==> config.mk <==
export PLATFORM = sky130hd
export DESIGN_NAME = stage_sequencer
export DESIGN_NICKNAME = d
export VERILOG_FILES = /design/src/rtl/stage_sequencer.sv
export SDC_FILE = /design/constraint.sdc
export NUM_CORES = 1
export LEC_CHECK = 0
export CAP_MARGIN = 5
export CORE_MARGIN = 3
export CORE_UTILIZATION = 54
export DETAILED_ROUTE_END_ITERATION = 12
export GPL_TIMING_DRIVEN = 0
export HOLD_SLACK_MARGIN = 0.02
export PLACE_DENSITY_LB_ADDON = 0.05
export RECOVER_POWER = 100
export SLEW_MARGIN = 10
export SYNTH_ARGS = -nofsm -noshare
export SYNTH_HDL_FRONTEND = slang
export SYNTH_SLANG_ARGS = --single-unit
==> constraint.sdc <==
create_clock -name clk -period 5.05 [get_ports clk]
set_clock_uncertainty 0.1 [all_clocks]
set_input_delay 1.2625 -clock clk [delete_from_list [all_inputs] [get_ports clk]]
set_output_delay 1.2625 -clock clk [all_outputs]
set_load 0.005 [all_outputs]
==> src/rtl/stage_sequencer.sv <==
// Stage-advance tick generator for an N-stage datapath.
// Supports a per-stage dwell time, stall, flush, and sequential or overlapped operation.
module stage_sequencer #(
   parameter int NUM_STAGES = 5,
   parameter int DWELL_W    = 4,
   parameter int RET_W      = 32
) (
   input  logic                          clk,
   input  logic                          rst,
   input  logic                          stuck,
   input  logic                          flush,
   input  logic                          mode,
   input  logic [NUM_STAGES*DWELL_W-1:0] dwell,
   output logic [NUM_STAGES-1:0]         tick,
   output logic [$clog2(NUM_STAGES)-1:0] stage_idx,
   output logic                          wrap,
   output logic [RET_W-1:0]              retired,
   output logic                          active_mode
);

   localparam int IDX_W = $clog2(NUM_STAGES);
   localparam logic [IDX_W-1:0] LAST_STAGE = IDX_W'(NUM_STAGES - 1);

   typedef enum logic {
      MODE_SEQ = 1'b0,
      MODE_OVL = 1'b1
   } mode_e;

   mode_e                  mode_q, mode_d;
   logic [IDX_W-1:0]       stage_q, stage_d;
   logic [DWELL_W-1:0]     cnt_q, cnt_d;
   logic [NUM_STAGES-1:0]  tick_q, tick_d;
   logic                   wrap_q, wrap_d;
   logic [RET_W-1:0]       retired_q, retired_d;

   logic [DWELL_W-1:0]     dwell_field;
   logic                   fire;

   // Overlapped mode always paces on stage 0's dwell field.
   always_comb begin
      dwell_field = dwell[DWELL_W-1:0];
      if (mode_q == MODE_SEQ) begin
         for (int s = 0; s < NUM_STAGES; s++) begin
            if (stage_q == IDX_W'(s)) begin
               dwell_field = dwell[s*DWELL_W +: DWELL_W];
            end
         end
      end
   end

   assign fire = (cnt_q == dwell_field) && !stuck && !flush;

   always_comb begin
      mode_d    = mode_q;
      stage_d   = stage_q;
      cnt_d     = cnt_q;
      tick_d    = '0;
      wrap_d    = 1'b0;
      retired_d = retired_q;

      if (flush) begin
         stage_d = '0;
         cnt_d   = '0;
         mode_d  = mode_e'(mode);
      end else if (stuck) begin
         stage_d = stage_q;
      end else if (fire) begin
         cnt_d = '0;
         if (mode_q == MODE_OVL) begin
            stage_d   = '0;
            tick_d    = '1;
            wrap_d    = 1'b1;
            retired_d = retired_q + RET_W'(1);
            mode_d    = mode_e'(mode);
         end else begin
            tick_d = NUM_STAGES'(1) << stage_q;
            if (stage_q == LAST_STAGE) begin
               stage_d   = '0;
               wrap_d    = 1'b1;
               retired_d = retired_q + RET_W'(1);
               mode_d    = mode_e'(mode);
            end else begin
               stage_d = stage_q + IDX_W'(1);
            end
         end
      end else begin
         // Counting modulo 2^DWELL_W means a dwell lowered below cnt still comes round to equality.
         cnt_d = cnt_q + DWELL_W'(1);
      end
   end

   always_ff @(posedge clk or negedge rst) begin
      if (!rst) begin
         mode_q    <= MODE_SEQ;
         stage_q   <= '0;
         cnt_q     <= '0;
         tick_q    <= '0;
         wrap_q    <= 1'b0;
         retired_q <= '0;
      end else begin
         mode_q    <= mode_d;
         stage_q   <= stage_d;
         cnt_q     <= cnt_d;
         tick_q    <= tick_d;
         wrap_q    <= wrap_d;
         retired_q <= retired_d;
      end
   end

   assign tick        = tick_q;
   assign stage_idx   = stage_q;
   assign wrap        = wrap_q;
   assign retired     = retired_q;
   assign active_mode = mode_q;

endmodule
==> flow_summary_export.csv <==
group,metric,value,unit
floorplanning,die_area,0.00609,mm²
pwr,power,0.730,mW
timing,max_freq,240,MHz
cts,cts_buffers,5,
finish,antennaDiodeCount,0,
cts,cts.htree.levels,2,
floorplanning,die_x,78.0,µm
cts,post_cts_resized,0,
global_route,overflow,0,
yosys,synthCells,269,
critical_path,cp-start-kind,"input pin",
pwr,powerDensity,205,mW/mm²
critical_path,critPathRequiredTime,5.14,ns
timing,post-route-min-period,4.17,ns
yosys,synth.avg_cell_area,10.4,µm²
pwr,peakVddDrop,0.000176,V
pwr,leakagePower,1.63,nW
yosys,synthSimpleGateAreaFrac,0.278,
outcome,status,"complete, but fails checks",
critical_path,crit_family,"compound AO/OA/AOI/OAI gates",
floorplanning,die_y,78.0,µm
cts,clkSlewWorstSetupHoldPaths,0.08,ns
yosys,synth_nets,301,
cts,cts_tree,"yes",
pwr,combPwrFrac,0.154,
floorplanning,core_area,0.00488,mm²
timing,hold_viol,0,
critical_path,worstPathCellList,"dlygate4sd3_1, nor3_1, or4b_1, o32ai_1, o21a_1, clkbuf_1, nand3_2, o41ai_1",
cts,root_buffer,"clkbuf_8",
pwr,p_clk_frac,0.336,
floorplanning,start_util,0.574,
placement,io_buffer_count,66,
hold_path,hp-class,"register to register",
drt,vias,2436,
pwr,internal_power,0.536,mW
drt,drtIter0Drc,216,
timing,slew_violations,31,
floorplanning,ios,67,
critical_path,crit_path_end_kind,"register",
critical_path,worst-path-buf-inv,2,
yosys,syn_area,0.00280,mm²
critical_path,path_max_fanout,9,
cts,cts_setup_buffers,0,
yosys,synth_fa_ha_area_frac,0.0313,
timing,worst_pin_slew,1.62,ns
drt,drtAntennaViolNets,0,
drt,routed_wl,6.84,mm
cts,clk_latency,0.30,ns
outcome,violations,"capacitance limit, slew limit",
cts,clockBufferDepth,2,
finish,fill_cells,399,
drt,drt_pass1_iterations,5,
global_route,grt_pass1_vias,2360,
pwr,p_sw_frac,0.266,
floorplanning,rows,25,
yosys,ys_types,57,
drt,wl_per_cell,16.6,µm
yosys,synth_mux_area_frac,0.0156,
yosys,async_flop_share,1.00,
timing,period_share,0.826,
yosys,ys_seq_elements,45,
yosys,synth_top_family_by_area,"simple AND/OR/NAND/NOR gates",
pwr,p_switching,0.194,mW
timing,hold_ws,0.379,ns
timing,grt_setup_unrepaired,"no",
critical_path,crit_path_max_incr_delay,0.62,ns
finish,layout-drive-gt1-share,0.110,
critical_path,crit_type,"input pin to register",
yosys,yosys_warnings,0,
drt,drc,0,
global_route,grt_pass1_wl,11.4,mm
global_route,antenna_found_initial,0,
drt,viasPerCell,5.93,
timing,slew_headroom,-0.0828,
cts,numClockSinks,45,
yosys,synth-compound-area-share,0.118,
placement,routabilityCongestion,0.926,
timing,setup_violations,0,
yosys,synthXorXnorAreaFrac,0.109,
yosys,synth_edf_count,0,
job,maxCapViolations,1,
pwr,p_seq_frac,0.511,
yosys,synthFlopType,"dfrtp_1",
global_route,grt_usage,0.236,
yosys,yosysSeqAreaShare,0.402,
timing,finalSetupTns,0,ns
finish,synthToLayoutAreaGrowth,27.1,%
critical_path,critPathArrivalTime,4.26,ns
placement,dpl.hpwl,5.11,mm
global_route,grt_max_degree,31,
finish,layout.nets,375,
critical_path,critPathSlowestCell,"dlygate4sd3_1",
cts,ctsHoldBuffers,0,
stage by stage:
step	std cells	setup slack, ns	utilization	instance area [µm²]
after floorplan	269	1.91	-	2800
after global placement	402	1.12	0.727	3550
after detailed placement	403	1.15	0.730	3560
after CTS	411	1.46	0.751	3660
after global routing	411	0.759	0.729	3560
final	411	0.877	0.729	3560
cell type report:
type,instances,area (µm²),area share
Buffer,13,66.3,0.0186
Sequential cell,45,1130,0.316
Inverter,14,52.6,0.0148
Timing Repair Buffer,67,658,0.185
Clock buffer,7,96.3,0.0271
Tap cell,67,83.8,0.0236
Clock inverter,1,5.00,0.00141
Multi-Input combinational cell,197,1470,0.413
synth_stat cells, types with 2 or more instances:
cell      count  area share
ha_1          7       0.031
buf_2         7       0.013
nor3_2        3       0.011
o31ai_1       2      0.0054
mux2_2        3       0.012
a21oi_1       8       0.014
nor3b_1       4       0.011
nand2b_1      3      0.0067
xor2_1       22       0.069
nor4b_1       3      0.0094
nor3_1       20       0.036
xnor2_1      11       0.034
nand3_1      16       0.029
nor2_1        5      0.0067
o311ai_0      3      0.0094
o221a_2       2      0.0080
and3_1        5       0.011
nor4_2        8       0.036
nand4_1      12       0.027
nor4_1        6       0.013
nand2_1      11       0.015
nor2b_1       4      0.0089
clkbuf_1      2      0.0027
inv_1        14       0.019
nand3_2       3       0.011
o21a_1        2      0.0054
o211ai_1      3      0.0080
o21ai_0       3      0.0054
and4_1        3      0.0094
buf_4         3      0.0080
dfrtp_1      45        0.40
placed cells by master (no fill, tap or decap), drive strengths merged, types with 12 or more instances in the layout:
cell,Yosys,layout
nor4,14,14
xnor2,12,12
inv,14,14
dlygate4sd3,0,43
xor2,22,22
dfrtp,45,45
nor3,23,23
nand3,19,19
clkbuf,2,14
nand4,13,13
clkdlybuf4s50,0,22
sequential cells by signal, summed over array words and instances, names as in the netlist:
signal       count
tick             5
cnt_q            4
retired         32
stage_idx        3
active_mode      1
worst reg2reg max path, cell delays in order, from the launching register on:
cell and delay, ns:
dfrtp_1 0.51, buf_4 0.24, inv_1 0.14, ha_1 0.22
buf_2 0.17, nor2_1 0.14, or4b_1 0.52, o32ai_1 0.50
o21a_1 0.21, clkbuf_1 0.38, nand3_2 0.32, o41ai_1 0.31
path summary, 6_finish.rpt:
| kind | start | end | slack [ns] | depth (start not counted) |
|---|---|---|---|---|
| max | dwell[0] | stage_idx[2]$_DFFE_PN0P_ | 0.88 | 8 |
| min | retired[31]$_DFFE_PN0P_ | retired[31]$_DFFE_PN0P_ | 0.38 | 1 |
| max reg2reg | stage_idx[2]$_DFFE_PN0P_ | stage_idx[2]$_DFFE_PN0P_ | 1.18 | 11 |
| min reg2reg | retired[31]$_DFFE_PN0P_ | retired[31]$_DFFE_PN0P_ | 0.38 | 1 |
| max in group asynchronous | rst | retired[28]$_DFFE_PN0P_ | 1.98 | 2 |
| min in group asynchronous | rst | retired[16]$_DFFE_PN0P_ | 0.90 | 1 |
kinds of logic after synthesis:
logic type / after synthesis
buf+inv: 27
xor+xnor: 34
compound gates: 36
flops: 45
mux: 4
fa+ha+maj: 7
simple gates: 116
routing by layer:
metal	vias to the layer above	track usage	part of all wire
li1	1153	-	-
met1	1199	0.322	0.45
met2	77	0.381	0.49
met3	7	0.0573	0.049
met4	0	0.0542	0.0083
met5	-	0	0
power by group through the flow:
stage / Combinational, mW / Sequential, mW / Clock (mW)
after global placement: 0.120 / 0.380 / 0
after floorplan: 0.0684 / 0.379 / 0
after CTS: 0.124 / 0.373 / 0.250
final: 0.112 / 0.373 / 0.245
after detailed placement: 0.124 / 0.380 / 0
after global routing: 0.123 / 0.374 / 0.268
No activity file was read; power rests on OpenSTA's default activity.
